===== config.mk =====
export PLATFORM = sky130hd
export DESIGN_NAME = instr_fetch
export DESIGN_NICKNAME = d
export VERILOG_FILES = /design/src/rtl/instr_fetch.sv
export SDC_FILE = /design/constraint.sdc
export NUM_CORES = 1
export LEC_CHECK = 0
export ABC_CLOCK_PERIOD_IN_PS = 2150
export BUFFER_PORTS_ARGS = -buffer_cell sky130_fd_sc_hd__buf_2
export CAP_MARGIN = 10
export CORE_MARGIN = 10
export CORE_UTILIZATION = 49
export DETAILED_ROUTE_END_ITERATION = 7
export PLACE_DENSITY = 0.77
export SLEW_MARGIN = 20
export SYNTH_ARGS = -nofsm -noshare
export SYNTH_HDL_FRONTEND = slang
export SYNTH_SLANG_ARGS = --single-unit

===== constraint.sdc =====
create_clock -name clk -period 2.15 [get_ports clk]
set_input_delay 0.43 -clock clk [delete_from_list [all_inputs] [get_ports clk]]
set_output_delay 0.43 -clock clk [all_outputs]
set_load 0.01 [all_outputs]

===== src/rtl/instr_fetch.sv =====
// Instruction fetch unit: drives the instruction RAM address, rebuilds one/two-word instructions, offers them on valid/ready.
// Optional ENDOP halt support is enabled by defining IFETCH_HALT_EN.
module instr_fetch #(
    parameter logic [15:0] RESET_PC = 16'd0,
    parameter logic [15:0] OP_LDAC  = 16'd5,
    parameter logic [15:0] OP_STAC  = 16'd7,
    parameter logic [15:0] OP_LDA   = 16'd9,
    parameter logic [15:0] OP_LDB   = 16'd14,
    parameter logic [15:0] OP_LDC   = 16'd19,
    parameter logic [15:0] OP_STC   = 16'd24,
    parameter logic [15:0] OP_JUMP  = 16'd46,
    parameter logic [15:0] OP_JPNZ  = 16'd48,
    parameter logic [15:0] OP_ENDOP = 16'd51,
    parameter logic [15:0] OP_JPPZ  = 16'd62
) (
    input  logic        clk,
    input  logic        rst,
    output logic [15:0] iram_addr,
    input  logic [15:0] iram_data,
    input  logic        redirect_en,
    input  logic [15:0] redirect_addr,
    output logic        instr_valid,
    input  logic        instr_ready,
    output logic [15:0] instr_opcode,
    output logic [15:0] instr_operand,
    output logic        instr_has_arg,
    output logic [15:0] instr_pc,
    output logic        halted
);

`ifdef IFETCH_HALT_EN
    localparam bit HALT_EN = 1'b1;
`else
    localparam bit HALT_EN = 1'b0;
`endif

    localparam int N_TWO_WORD = 9;
    localparam logic [15:0] TWO_WORD_OPS [N_TWO_WORD] = '{
        OP_LDAC, OP_STAC, OP_LDA, OP_LDB, OP_LDC, OP_STC, OP_JUMP, OP_JPNZ, OP_JPPZ
    };

    typedef enum logic [2:0] {S_BOOT, S_OP, S_ARG, S_OUT, S_HALT} state_t;

    state_t      state_reg;
    logic [15:0] pc_reg;
    logic [15:0] next_pc_reg;
    logic [15:0] opcode_reg;
    logic [15:0] operand_reg;
    logic [15:0] instr_pc_reg;
    logic        valid_reg;
    logic        has_arg_reg;
    logic        halted_reg;

    logic [N_TWO_WORD-1:0] op_match;
    logic                  two_word;

    genvar gi;
    generate
        for (gi = 0; gi < N_TWO_WORD; gi++) begin : g_decode
            assign op_match[gi] = (iram_data == TWO_WORD_OPS[gi]);
        end
    endgenerate

    assign two_word = |op_match;

    // Redirect steers the RAM in the same cycle so the new opcode arrives in S_OP.
    always_comb begin
        iram_addr = pc_reg;
        if (redirect_en) begin
            iram_addr = redirect_addr;
        end else begin
            case (state_reg)
                S_BOOT:  iram_addr = pc_reg;
                S_OP:    iram_addr = pc_reg + 16'd1;
                S_ARG:   iram_addr = pc_reg + 16'd2;
                S_OUT:   iram_addr = next_pc_reg;
                S_HALT:  iram_addr = pc_reg;
                default: iram_addr = pc_reg;
            endcase
        end
    end

    always_ff @(posedge clk) begin
        if (rst) begin
            state_reg    <= S_BOOT;
            pc_reg       <= RESET_PC;
            next_pc_reg  <= RESET_PC;
            opcode_reg   <= 16'd0;
            operand_reg  <= 16'd0;
            instr_pc_reg <= 16'd0;
            valid_reg    <= 1'b0;
            has_arg_reg  <= 1'b0;
            halted_reg   <= 1'b0;
        end else if (redirect_en) begin
            // Any held or half-built instruction is dropped, even if accepted this cycle.
            state_reg  <= S_OP;
            pc_reg     <= redirect_addr;
            valid_reg  <= 1'b0;
            halted_reg <= 1'b0;
        end else begin
            case (state_reg)
                S_BOOT: state_reg <= S_OP;
                S_OP: begin
                    opcode_reg   <= iram_data;
                    instr_pc_reg <= pc_reg;
                    has_arg_reg  <= two_word;
                    operand_reg  <= 16'd0;
                    if (two_word) begin
                        state_reg <= S_ARG;
                    end else begin
                        next_pc_reg <= pc_reg + 16'd1;
                        valid_reg   <= 1'b1;
                        state_reg   <= S_OUT;
                    end
                end
                S_ARG: begin
                    operand_reg <= iram_data;
                    next_pc_reg <= pc_reg + 16'd2;
                    valid_reg   <= 1'b1;
                    state_reg   <= S_OUT;
                end
                S_OUT: begin
                    if (instr_ready) begin
                        valid_reg <= 1'b0;
                        pc_reg    <= next_pc_reg;
                        if (HALT_EN && opcode_reg == OP_ENDOP) begin
                            state_reg  <= S_HALT;
                            halted_reg <= 1'b1;
                        end else begin
                            state_reg <= S_OP;
                        end
                    end
                end
                S_HALT:  state_reg <= S_HALT;
                default: state_reg <= S_BOOT;
            endcase
        end
    end

    assign instr_valid   = valid_reg;
    assign instr_opcode  = opcode_reg;
    assign instr_operand = operand_reg;
    assign instr_has_arg = has_arg_reg;
    assign instr_pc      = instr_pc_reg;
    assign halted        = halted_reg & HALT_EN;

endmodule

==> results of run 1 <==
-- synth_stat cells (5+ instances only) --
| cell | count | share of area |
|---|---|---|
| o21ai_0 | 25 | 0.027 |
| mux2i_1 | 6 | 0.013 |
| xor2_1 | 17 | 0.032 |
| a22o_1 | 19 | 0.036 |
| buf_4 | 7 | 0.011 |
| inv_1 | 7 | 0.0056 |
| a211oi_1 | 17 | 0.027 |
| nor3_1 | 10 | 0.011 |
| dfxtp_1 | 85 | 0.36 |
| nor2_1 | 24 | 0.019 |
| nand2_1 | 145 | 0.12 |
| a31oi_1 | 7 | 0.0093 |
| nand3_1 | 11 | 0.012 |
| xnor2_1 | 14 | 0.026 |
| clkbuf_1 | 31 | 0.025 |
| buf_2 | 10 | 0.011 |
| nand4_1 | 7 | 0.0093 |
| o22ai_1 | 6 | 0.0080 |
| nor4_1 | 10 | 0.013 |
| nand2b_1 | 5 | 0.0067 |
| buf_1 | 5 | 0.0040 |
| a21oi_1 | 77 | 0.082 |
-- repair_timing --
action / CTS / global route
hold endpoints to repair: 0 / 0
buffers inserted: 12 / 6
pin swaps: 31 / 29
cloned: 1 / 0
setup endpoints to repair: 16 / 18
gates resized for setup: 65 / 31
-- metrics by stage --
step,power [mW],hold slack (ns)
floorplan,2.12,0.450
global placement,2.42,0.440
detailed placement,2.43,0.445
CTS,3.69,0.290
global route,3.87,0.293
finish,3.72,0.293
-- cell usage in the layout, fill, tap and decap left out, types with 6 or more instances in the layout --
cell / n
buf_2: 100
o21ai_0: 17
clkbuf_8: 9
a22o_1: 19
mux2i_1: 6
dfxtp_2: 10
a211oi_1: 15
o21ai_1: 6
buf_4: 87
a31oi_1: 7
dfxtp_1: 70
o22ai_1: 6
a21oi_1: 75
nand2_1: 143
nand4_1: 7
xor2_1: 16
nand3_1: 9
buf_6: 9
nor2_1: 21
xnor2_1: 13
-- layout make-up --
cell class / instances / area [µm²] / area share
Sequential cell: 85 / 1730 / 0.268
Multi-Input combinational cell: 465 / 2990 / 0.463
Timing Repair inverter: 1 / 6.26 / 0.000968
Tap cell: 129 / 161 / 0.0250
Timing Repair Buffer: 199 / 1310 / 0.202
Clock buffer: 9 / 124 / 0.0192
Inverter: 10 / 47.5 / 0.00736
Clock inverter: 7 / 91.3 / 0.0141
-- power groups by stage --
stage | Combinational (mW) | Sequential [mW] | Clock, mW
floorplan | 0.395 | 1.72 | 0
global placement | 0.687 | 1.73 | 0
detailed placement | 0.695 | 1.73 | 0
CTS | 0.743 | 1.70 | 1.25
global route | 0.839 | 1.71 | 1.32
finish | 0.778 | 1.71 | 1.24
-- cells by family (layout without fill, tap and decap cells) --
logic type / count (synthesis) / in the layout / share of synthesized area
other cells: 1 / 1 / 0.000800
mux: 6 / 6 / 0.0128
flops: 85 / 85 / 0.363
buf+inv: 65 / 226 / 0.0641
xor+xnor: 31 / 31 / 0.0579
compound gates: 189 / 189 / 0.269
fa+ha+maj: 3 / 3 / 0.00801
simple gates: 235 / 235 / 0.224
-- per-layer routing --
| metal | up-vias | part of all wire | track usage |
|---|---|---|---|
| met2 | 275 | 0.47 | 0.399 |
| met3 | 58 | 0.083 | 0.0681 |
| li1 | 2501 | - | - |
| met5 | - | 0 | 0 |
| met1 | 2576 | 0.41 | 0.277 |
| met4 | 0 | 0.038 | 0.111 |
-- worst paths after layout --
check / startpoint / endpoint / slack (ns) / cells past startpoint
max reg2reg: state_reg[1] / next_pc_reg[15] / 0.12 / 8
min reg2reg: instr_opcode[8] / instr_opcode[8] / 0.45 / 2
max: pc_reg[1] / iram_addr[11] / -0.40 / 8
min: redirect_addr[14] / pc_reg[14] / 0.29 / 2
-- worst max-delay path, cell delays in order, from the launching register on --
cell	delay [ns]
dfxtp_4	0.39
ha_4	0.15
nand4_1	0.11
buf_6	0.16
nor3_4	0.12
xor2_1	0.09
a221o_1	0.33
o221a_2	0.28
buf_6	0.12
==> metrics.md, run 1 <==
| Metric | Value |
|---|---|
| Crit. End Element | output pin |
| CTS Buf Count | 9 |
| Dominant synthesized flop cell | dfxtp_1 |
| Design area | 6460 µm² |
| Setup TNS | -4.30 ns |
| TritonCTS clock tree | built |
| Largest net degree at the start of global routing | 34 |
| Int Pwr | 2.54 mW |
| Via density | 5.98 |
| Net Sw Frac | 0.317 |
| # diodes | 0 |
| Status | finished, violations left |
| RSZ-0062 raised after global routing | yes |
| Slew Limit Fails | 0 |
| Hold Path Class | input pin to register |
| VDD IR-drop max | 411 µV |
| P_sw | 1.18 mW |
| Failing checks | setup timing |
| Critical path peak fanout | 4 |
| Die Wd | 118 µm |
| DP HPWL | 12.8 mm |
| Die Footprint | 13900 µm² |
| Final net count | 810 |
| Placed inst area | 5740 µm² |
| Routability congestion estimate from global placement | 1.01 |
| Core Region | 9280 µm² |
| Setup violations, final | 16 |
| Fin cells | 905 |
| Port Buffers | 101 |
| Sequential power share | 0.458 |
| Count of final hold-check violations | 0 |
| Comb power frac | 0.209 |
| Setup WS pre-CTS | -0.0559 ns |
| Post-layout util | 0.696 |
| Filler Cell Count | 776 |
| Library cells used by synthesis | 64 |
| DR iter-0 viols | 581 |
| DRT Pass-1 Iters | 5 |
| Share of flip-flops with an asynchronous set or reset | 0 |
| Max-cap violations | 0 |
| Avg Inst Size Synth | 7.62 µm² |
| Initial Util | 0.505 |
| Leakage | 2.79 nW |
| DRT Wirelength | 17.4 mm |
| Number of global-route vias before repair | 5272 |
| Worst-skew pair later-pin latency | 0.37 ns |
| Post-synth EDFFs | 0 |
| Max clock buf depth | 2 |
| DR vias | 5410 |
| Post-CTS Hold Fix Bufs | 0 |
| Slew @ Worst Pin | 0.491 ns |
| Placed cell count | 871 |
| CTS Root Cell | clkbuf_8 |
| Max-slew headroom | 0.669 |
| Setup Skew | 0.0125 ns |
| Fmax | 0.392 GHz |
| CP Data Arrival Time | 2.12 ns |
| First-pass GRT wire length | 27.7 mm |
| Total GRT Usage | 0.239 |
| Flip-flop and latch count after synthesis | 85 |
| Post-route minimum period | 2.55 ns |
| Syn Nets | 654 |
| CTS H-tree depth | 3 |
| DIE HEIGHT | 118 µm |
| Initial antenna violation count | 0 |
| Post-Syn Area | 4690 µm² |
| Clock Sinks | 85 |
| WL/cell | 19.2 µm |
| Layout cells sized above 1 | 0.366 |
| CTS clk-pin slew, worst paths | 0.10 ns |
| CP Class | register to output pin |
| Worst setup margin | -0.403 ns |
| Cells after Synth | 615 |
| Type of origin of the critical path | register |
| Pwr dens | 576 nW/µm² |
| Fin crit share | 1.19 |
| Site row count | 35 |
| Required time of the critical path | 1.72 ns |
| Synthesis-to-layout area growth | 37.9% |
| Gr ovfl total | 0 |
| Synth warnings | 0 |
| DRC | 0 |
| Clock power share | 0.332 |
| Boundary Pins | 103 |
| Register area share after synthesis | 0.363 |
| Number of routed nets with antenna violations | 0 |
(Power assumes the default switching activity.)
==> run 2: changes to the inputs <==
- CORE_MARGIN: 10 -> unset
- SETUP_SLACK_MARGIN: unset -> 0.2
==> run 2 against run 1 <==
Compared with the run above: the flow still finishes with violations (setup timing); combinational power grew 0.8%; power increased by 0.49%; setup slack got worse by 0.0097 ns; critical endpoint unchanged; largest cell class unchanged; cell count down 0.22%; largest power group unchanged; sequential power about the same; critical path type unchanged.
==> metrics.md, run 2 (synthesis results as in run 1) <==
| Metric | Value |
|---|---|
| WL/cell | 18.7 µm (-2.7%) |
| Crit path largest cell delay | 0.36 ns (-0.03 ns) |
| Port Buffers | 101 (unchanged) |
| DR vias | 5448 (+0.70%) |
| # diodes | 0 (unchanged) |
| Pwr dens | 572 nW/µm² (-0.69%) |
| Final net count | 808 (-0.25%) |
| Leakage | 2.80 nW (+0.16%) |
| VDD IR-drop max | 366 µV (-11%) |
| Slew @ Worst Pin | 0.703 ns (+0.213 ns) |
| Number of global-route vias before repair | 5271 (-0.019%) |
| First-pass GRT wire length | 26.5 mm (-4.1%) |
| Commonest cells after routing, fill and taps aside | 141 x nand2_1, 100 x buf_2, 82 x buf_4 |
| Post-route minimum period | 2.56 ns (+0.00967 ns) |
| Boundary Pins | 103 (unchanged) |
| DR iter-0 viols | 390 (-33%) |
| TritonCTS clock tree | built |
| Setup Skew | 0.0129 ns (+0.000357 ns) |
| P_sw | 1.20 mW (+1.7%) |
| Filler Cell Count | 726 (-6.4%) |
| Setup TNS | -4.79 ns (-0.493 ns) |
| Net Sw Frac | 0.321 (+0.00399) |
| Layout cells sized above 1 | 0.377 (+0.0113) |
| CTS H-tree depth | 3 (unchanged) |
| Initial Util | 0.507 (+0.00239) |
| Via density | 6.03 (+0.93%) |
| CP Data Arrival Time | 2.13 ns (about the same) |
| Fin crit share | 1.19 (+0.00450) |
| Max clock buf depth | 2 (unchanged) |
| CTS clk-pin slew, worst paths | 0.10 ns (about the same) |
| DRT Wirelength | 16.9 mm (-2.9%) |
| DP HPWL | 11.4 mm (-11%) |
| Die Footprint | 9960 µm² (-28%) |
| Synthesis-to-layout area growth | 39.5% |
| Max-slew headroom | 0.531 (-0.139) |
| Worst-skew pair later-pin latency | 0.37 ns (about the same) |
| Commonest non-fill, non-tap cell in the layout | nand2_1 |
| CTS Root Cell | clkbuf_8 |
| CP Class | register to output pin |
| DRT Pass-1 Iters | 6 (+1) |
| Crit. End Element | output pin |
| Comb power frac | 0.210 (about the same) |
| Worst Path Buf+Inv | 2 (unchanged) |
| Total GRT Usage | 0.341 (+0.101) |
| DIE HEIGHT | 99.8 µm (-15%) |
| Hold Path Class | input pin to register |
| Die Wd | 99.8 µm (-15%) |
| Largest net degree at the start of global routing | 45 (+32%) |
| Clock power share | 0.335 (+0.003) |
| Critical path peak fanout | 3 (-1) |
| DRC | 0 (unchanged) |
| Failing checks | setup timing |
| CTS Buf Count | 9 (unchanged) |
| Status | finished, violations left |
| RSZ-0062 raised after global routing | yes |
| Count of final hold-check violations | 0 (unchanged) |
| Fmax | 0.390 GHz (-0.38%) |
| Routability congestion estimate from global placement | 0.947 (-5.8%) |
| Crit-path slowest cell | dfxtp_2 |
| Initial antenna violation count | 0 (unchanged) |
| Clock Sinks | 85 (unchanged) |
| Max-cap violations | 0 (unchanged) |
| Type of origin of the critical path | register |
| Setup violations, final | 16 (unchanged) |
| Required time of the critical path | 1.72 ns (about the same) |
| Number of routed nets with antenna violations | 0 (unchanged) |
| Gr ovfl total | 0 (unchanged) |
| Post-layout util | 0.707 (+0.0116) |
| CP Cell Sequence | ha_4 > nand4_1 > buf_4 > nor3_4 > xor2_1 > a221o_1 > o221a_2 > buf_6 |
| Site row count | 35 (unchanged) |
| Sequential power share | 0.456 (-0.002) |
| Post-CTS Hold Fix Bufs | 0 (unchanged) |
| Core Region | 9240 µm² (-0.47%) |
| Worst setup margin | -0.412 ns (-0.00967 ns) |
| Slew Limit Fails | 0 (unchanged) |
| Setup WS pre-CTS | -0.0816 ns (-0.0257 ns) |
| Int Pwr | 2.54 mW (-0.10%) |
| CP top delay family | compound AO/OA/AOI/OAI gates |
==> run 2: changes by cell type in the layout (fill, tap and decap cells not counted), moves of 4 or more <==
cell / before / now
o21ai_1: 6 / 13
o21ai_0: 17 / 12
buf_4: 87 / 82
a21oi_2: 1 / 5
a21oi_1: 75 / 71
==> run 2: final timing paths <==
kind | startpoint | endpoint | slack (ns) | cells past startpoint
worst max-delay path | pc_reg[2] | iram_addr[11] | -0.41 | 8
worst min-delay path | redirect_addr[14] | pc_reg[14] | 0.29 | 2
worst max register to register | pc_reg[1] | next_pc_reg[6] | 0.13 | 7
worst min register to register | instr_opcode[0] | instr_opcode[0] | 0.46 | 2
==> run 2: final cells by class <==
| class | count | area [µm²] | share of cell area |
|---|---|---|---|
| Multi-Input combinational cell | 465 | 3060 | 0.468 |
| Sequential cell | 85 | 1720 | 0.264 |
| Timing Repair Buffer | 197 | 1320 | 0.202 |
| Tap cell | 129 | 161 | 0.0247 |
| Clock buffer | 9 | 124 | 0.0190 |
| Clock inverter | 7 | 91.3 | 0.0140 |
| Inverter | 10 | 48.8 | 0.00747 |
| Timing Repair inverter | 1 | 8.76 | 0.00134 |
==> run 2: power groups by stage <==
| stage | sequential [mW] | combinational (mW) | clock, mW |
|---|---|---|---|
| 2_1_floorplan | 1.72 | 0.406 | 0 |
| 3_3_place_gp | 1.73 | 0.694 | 0 |
| 6_report | 1.70 | 0.784 | 1.25 |
| 4_1_cts | 1.70 | 0.740 | 1.27 |
| 5_1_grt | 1.71 | 0.848 | 1.32 |
| 3_5_place_dp | 1.73 | 0.706 | 0 |
==> run 2: repair_timing <==
action | CTS | global route
buffers inserted | 9 | 10
endpoints found under the setup margin | 38 | 45
resized for setup | 41 | 51
gates cloned | 1 | 0
pin swaps | 18 | 36
==> run 2: layer usage <==
| layer | wire length (µm) | part of all wire | GRT usage |
|---|---|---|---|
| met5 | 0 | 0 | 0 |
| met4 | 516 | 0.031 | 0.170 |
| met3 | 1290 | 0.076 | 0.0439 |
| met2 | 8190 | 0.48 | 0.570 |
| met1 | 6920 | 0.41 | 0.432 |
==> run 2: metrics by stage <==
| stage | hold slack, ns | total power [mW] | cell area [µm²] | instances |
|---|---|---|---|---|
| 2_1_floorplan | 0.450 | 2.13 | 4790 | 615 |
| 3_3_place_gp | 0.439 | 2.43 | 5810 | 867 |
| 3_5_place_dp | 0.445 | 2.44 | 5810 | 867 |
| 4_1_cts | 0.291 | 3.71 | 6260 | 893 |
| 5_1_grt | 0.304 | 3.87 | 6540 | 903 |
| 6_report | 0.292 | 3.74 | 6540 | 903 |
==> run 3: changes to the inputs <==
--- a/config.mk
+++ b/config.mk
@@ -10,2 +10,3 @@
 export CAP_MARGIN = 10
+export CORE_MARGIN = 4
 export CORE_UTILIZATION = 49
==> constraint.sdc (replaced) <==
create_clock -name clk -period 2.15 [get_ports clk]
set_input_delay 0.1075 -clock clk [delete_from_list [all_inputs] [get_ports clk]]
set_output_delay 0.1075 -clock clk [all_outputs]
set_load 0.01 [all_outputs]
==> run 3 against run 2 <==
Compared with the run above: the flow still finishes with violations (setup timing); sequential share of layout area rose by 0.082 points; worst hold slack got worse by 0.29 ns; sequential cell count did not move; maximum frequency grew 14%; cell count grew 0.66%; first-iteration DRC count grew 82%; clock skew is 0.0047 ns lower; clock power shrank 6%; sequential power about the same; critical endpoint is now iram_addr[5]; highest routed layer unchanged.
==> metrics.md, run 3 (synthesis results as in run 1) <==
| Metric | Value |
|---|---|
| Initial Util | 0.505 (-0.00239) |
| WL/cell | 19.9 µm (+6.2%) |
| Fmax | 0.447 GHz (+14%) |
| Largest net degree at the start of global routing | 37 (-18%) |
| Critical path peak fanout | 3 (unchanged) |
| TritonCTS clock tree | built |
| Setup violations, final | 6 (-10) |
| Synthesis-to-layout area growth | 41.3% |
| Placed inst area | 5510 µm² (-5.2%) |
| Type of origin of the critical path | register |
| Final net count | 814 (+0.74%) |
| Commonest cells after routing, fill and taps aside | 142 x nand2_1, 100 x buf_2, 69 x dfxtp_1 |
| Port Buffers | 101 (unchanged) |
| DRC | 0 (unchanged) |
| Number of routed nets with antenna violations | 0 (unchanged) |
| Post-route minimum period | 2.24 ns (-0.323 ns) |
| CTS Root Cell | clkbuf_8 |
| DRT Wirelength | 18.1 mm (+6.9%) |
| Max-slew headroom | 0.337 (-0.194) |
| DR vias | 5660 (+3.9%) |
| RSZ-0062 raised after global routing | yes |
| CTS clk-pin slew, worst paths | 0.10 ns (about the same) |
| Core Region | 9280 µm² (+0.47%) |
| Worst setup margin | -0.0893 ns (+0.323 ns) |
| Site row count | 35 (unchanged) |
| CTS Buf Count | 9 (unchanged) |
| VDD IR-drop max | 349 µV (-4.6%) |
| Layout cells sized above 1 | 0.368 (-0.00931) |
| DRT Pass-1 Iters | 5 (-1) |
| DR iter-0 viols | 708 (+82%) |
| Crit. End Element | output pin |
| Leakage | 2.80 nW (+0.11%) |
| Status | finished, violations left |
| Hold Path Class | input pin to register |
| Failing checks | setup timing |
| Slew @ Worst Pin | 0.992 ns (+0.288 ns) |
| Max clock buf depth | 2 (unchanged) |
| Total GRT Usage | 0.297 (-0.0440) |
| Routability congestion estimate from global placement | 0.937 (-1.1%) |
| Filler Cell Count | 696 (-4.1%) |
| Design area | 6620 µm² (+1.3%) |
| Via density | 6.23 (+3.2%) |
| Clock Sinks | 85 (unchanged) |
| Required time of the critical path | 2.04 ns (+0.32 ns) |
| Setup Skew | 0.00815 ns (-0.00474 ns) |
| Gr ovfl total | 0 (unchanged) |
| CP Data Arrival Time | 2.13 ns (about the same) |
| Commonest non-fill, non-tap cell in the layout | nand2_1 |
| Number of global-route vias before repair | 5278 (+0.13%) |
| Post-layout util | 0.713 (+0.00569) |
| CTS H-tree depth | 3 (unchanged) |
| Worst-skew pair later-pin latency | 0.37 ns (about the same) |
| Pwr dens | 557 nW/µm² (-2.6%) |
| Die Wd | 106 µm (+6.0%) |
| Count of final hold-check violations | 0 (unchanged) |
| Slew Limit Fails | 0 (unchanged) |
| R2r setup slk | 0.15 ns (+0.02 ns) |
| DIE HEIGHT | 106 µm (+6.0%) |
| Fin crit share | 1.04 (-0.150) |
| CP Class | register to output pin |
| DP HPWL | 11.3 mm (-0.72%) |
| Boundary Pins | 103 (unchanged) |
| Max-cap violations | 0 (unchanged) |
| # diodes | 0 (unchanged) |
| Die Footprint | 11200 µm² (+12%) |
| First-pass GRT wire length | 26.6 mm (+0.42%) |
| Initial antenna violation count | 0 (unchanged) |
## run 3: path summary, 6_finish.rpt
path | start | to | cells after the start
hold / removal | redirect_addr[13] | pc_reg[13] | 3
hold reg to reg | instr_opcode[9] | instr_opcode[9] | 2
setup reg to reg | state_reg[1] | next_pc_reg[12] | 7
setup / recovery | pc_reg[2] | iram_addr[5] | 8
## run 3: area by class of cell
class | instances | area, µm² | share of cell area
sequential | 85 | 1750 | 0.265
inverter | 10 | 48.8 | 0.00737
tap | 129 | 161 | 0.0244
multi-input combinational | 465 | 3040 | 0.460
clock inverter | 7 | 78.8 | 0.0119
timing repair buffer | 204 | 1410 | 0.213
clock buffer | 9 | 124 | 0.0187
## run 3: worst max-delay path, stage by stage (launching register included)
cell,delay [ns]
dfxtp_2,0.37
ha_4,0.15
nand4_1,0.19
buf_4,0.22
xnor2_2,0.14
mux2i_1,0.08
a22o_1,0.24
a221oi_2,0.20
buf_2,0.16
## run 3: power by group
group          internal [mW]  switching [mW]
combinational          0.338           0.456
clock                  0.460           0.718
sequential              1.64          0.0747
total                   2.44            1.25
## run 3: per-stage QoR
stage                     power, mW  setup TNS [ns]  cells  setup slack, ns  hold WS [ns]
after global placement         2.37               0    843            0.129         0.347
after global routing           3.81           -1.22    909           -0.198       0.00496
after detailed placement       2.38               0    843           0.0607         0.353
final                          3.69          -0.413    909          -0.0893       0.00537
after CTS                      3.59          -0.194    886          -0.0479       0.00172
after floorplan                2.12               0    615            0.215         0.232
## run 3: layer usage
metal | global-route usage | part of all wire | up-vias
li1 | - | - | 2508
met1 | 0.344 | 0.37 | 2636
met2 | 0.508 | 0.48 | 436
met3 | 0.0759 | 0.10 | 80
met4 | 0.138 | 0.048 | 0
met5 | 0.0286 | 0 | -
## run 3: what timing repair did
| item | 4_1_cts | 5_1_grt |
|---|---|---|
| hold endpoints to repair | 22 | 0 |
| gates resized for setup | 57 | 72 |
| hold buffers | 20 | 0 |
| setup buffers | 7 | 23 |
| pin swaps | 21 | 31 |
| setup endpoints to repair | 19 | 47 |
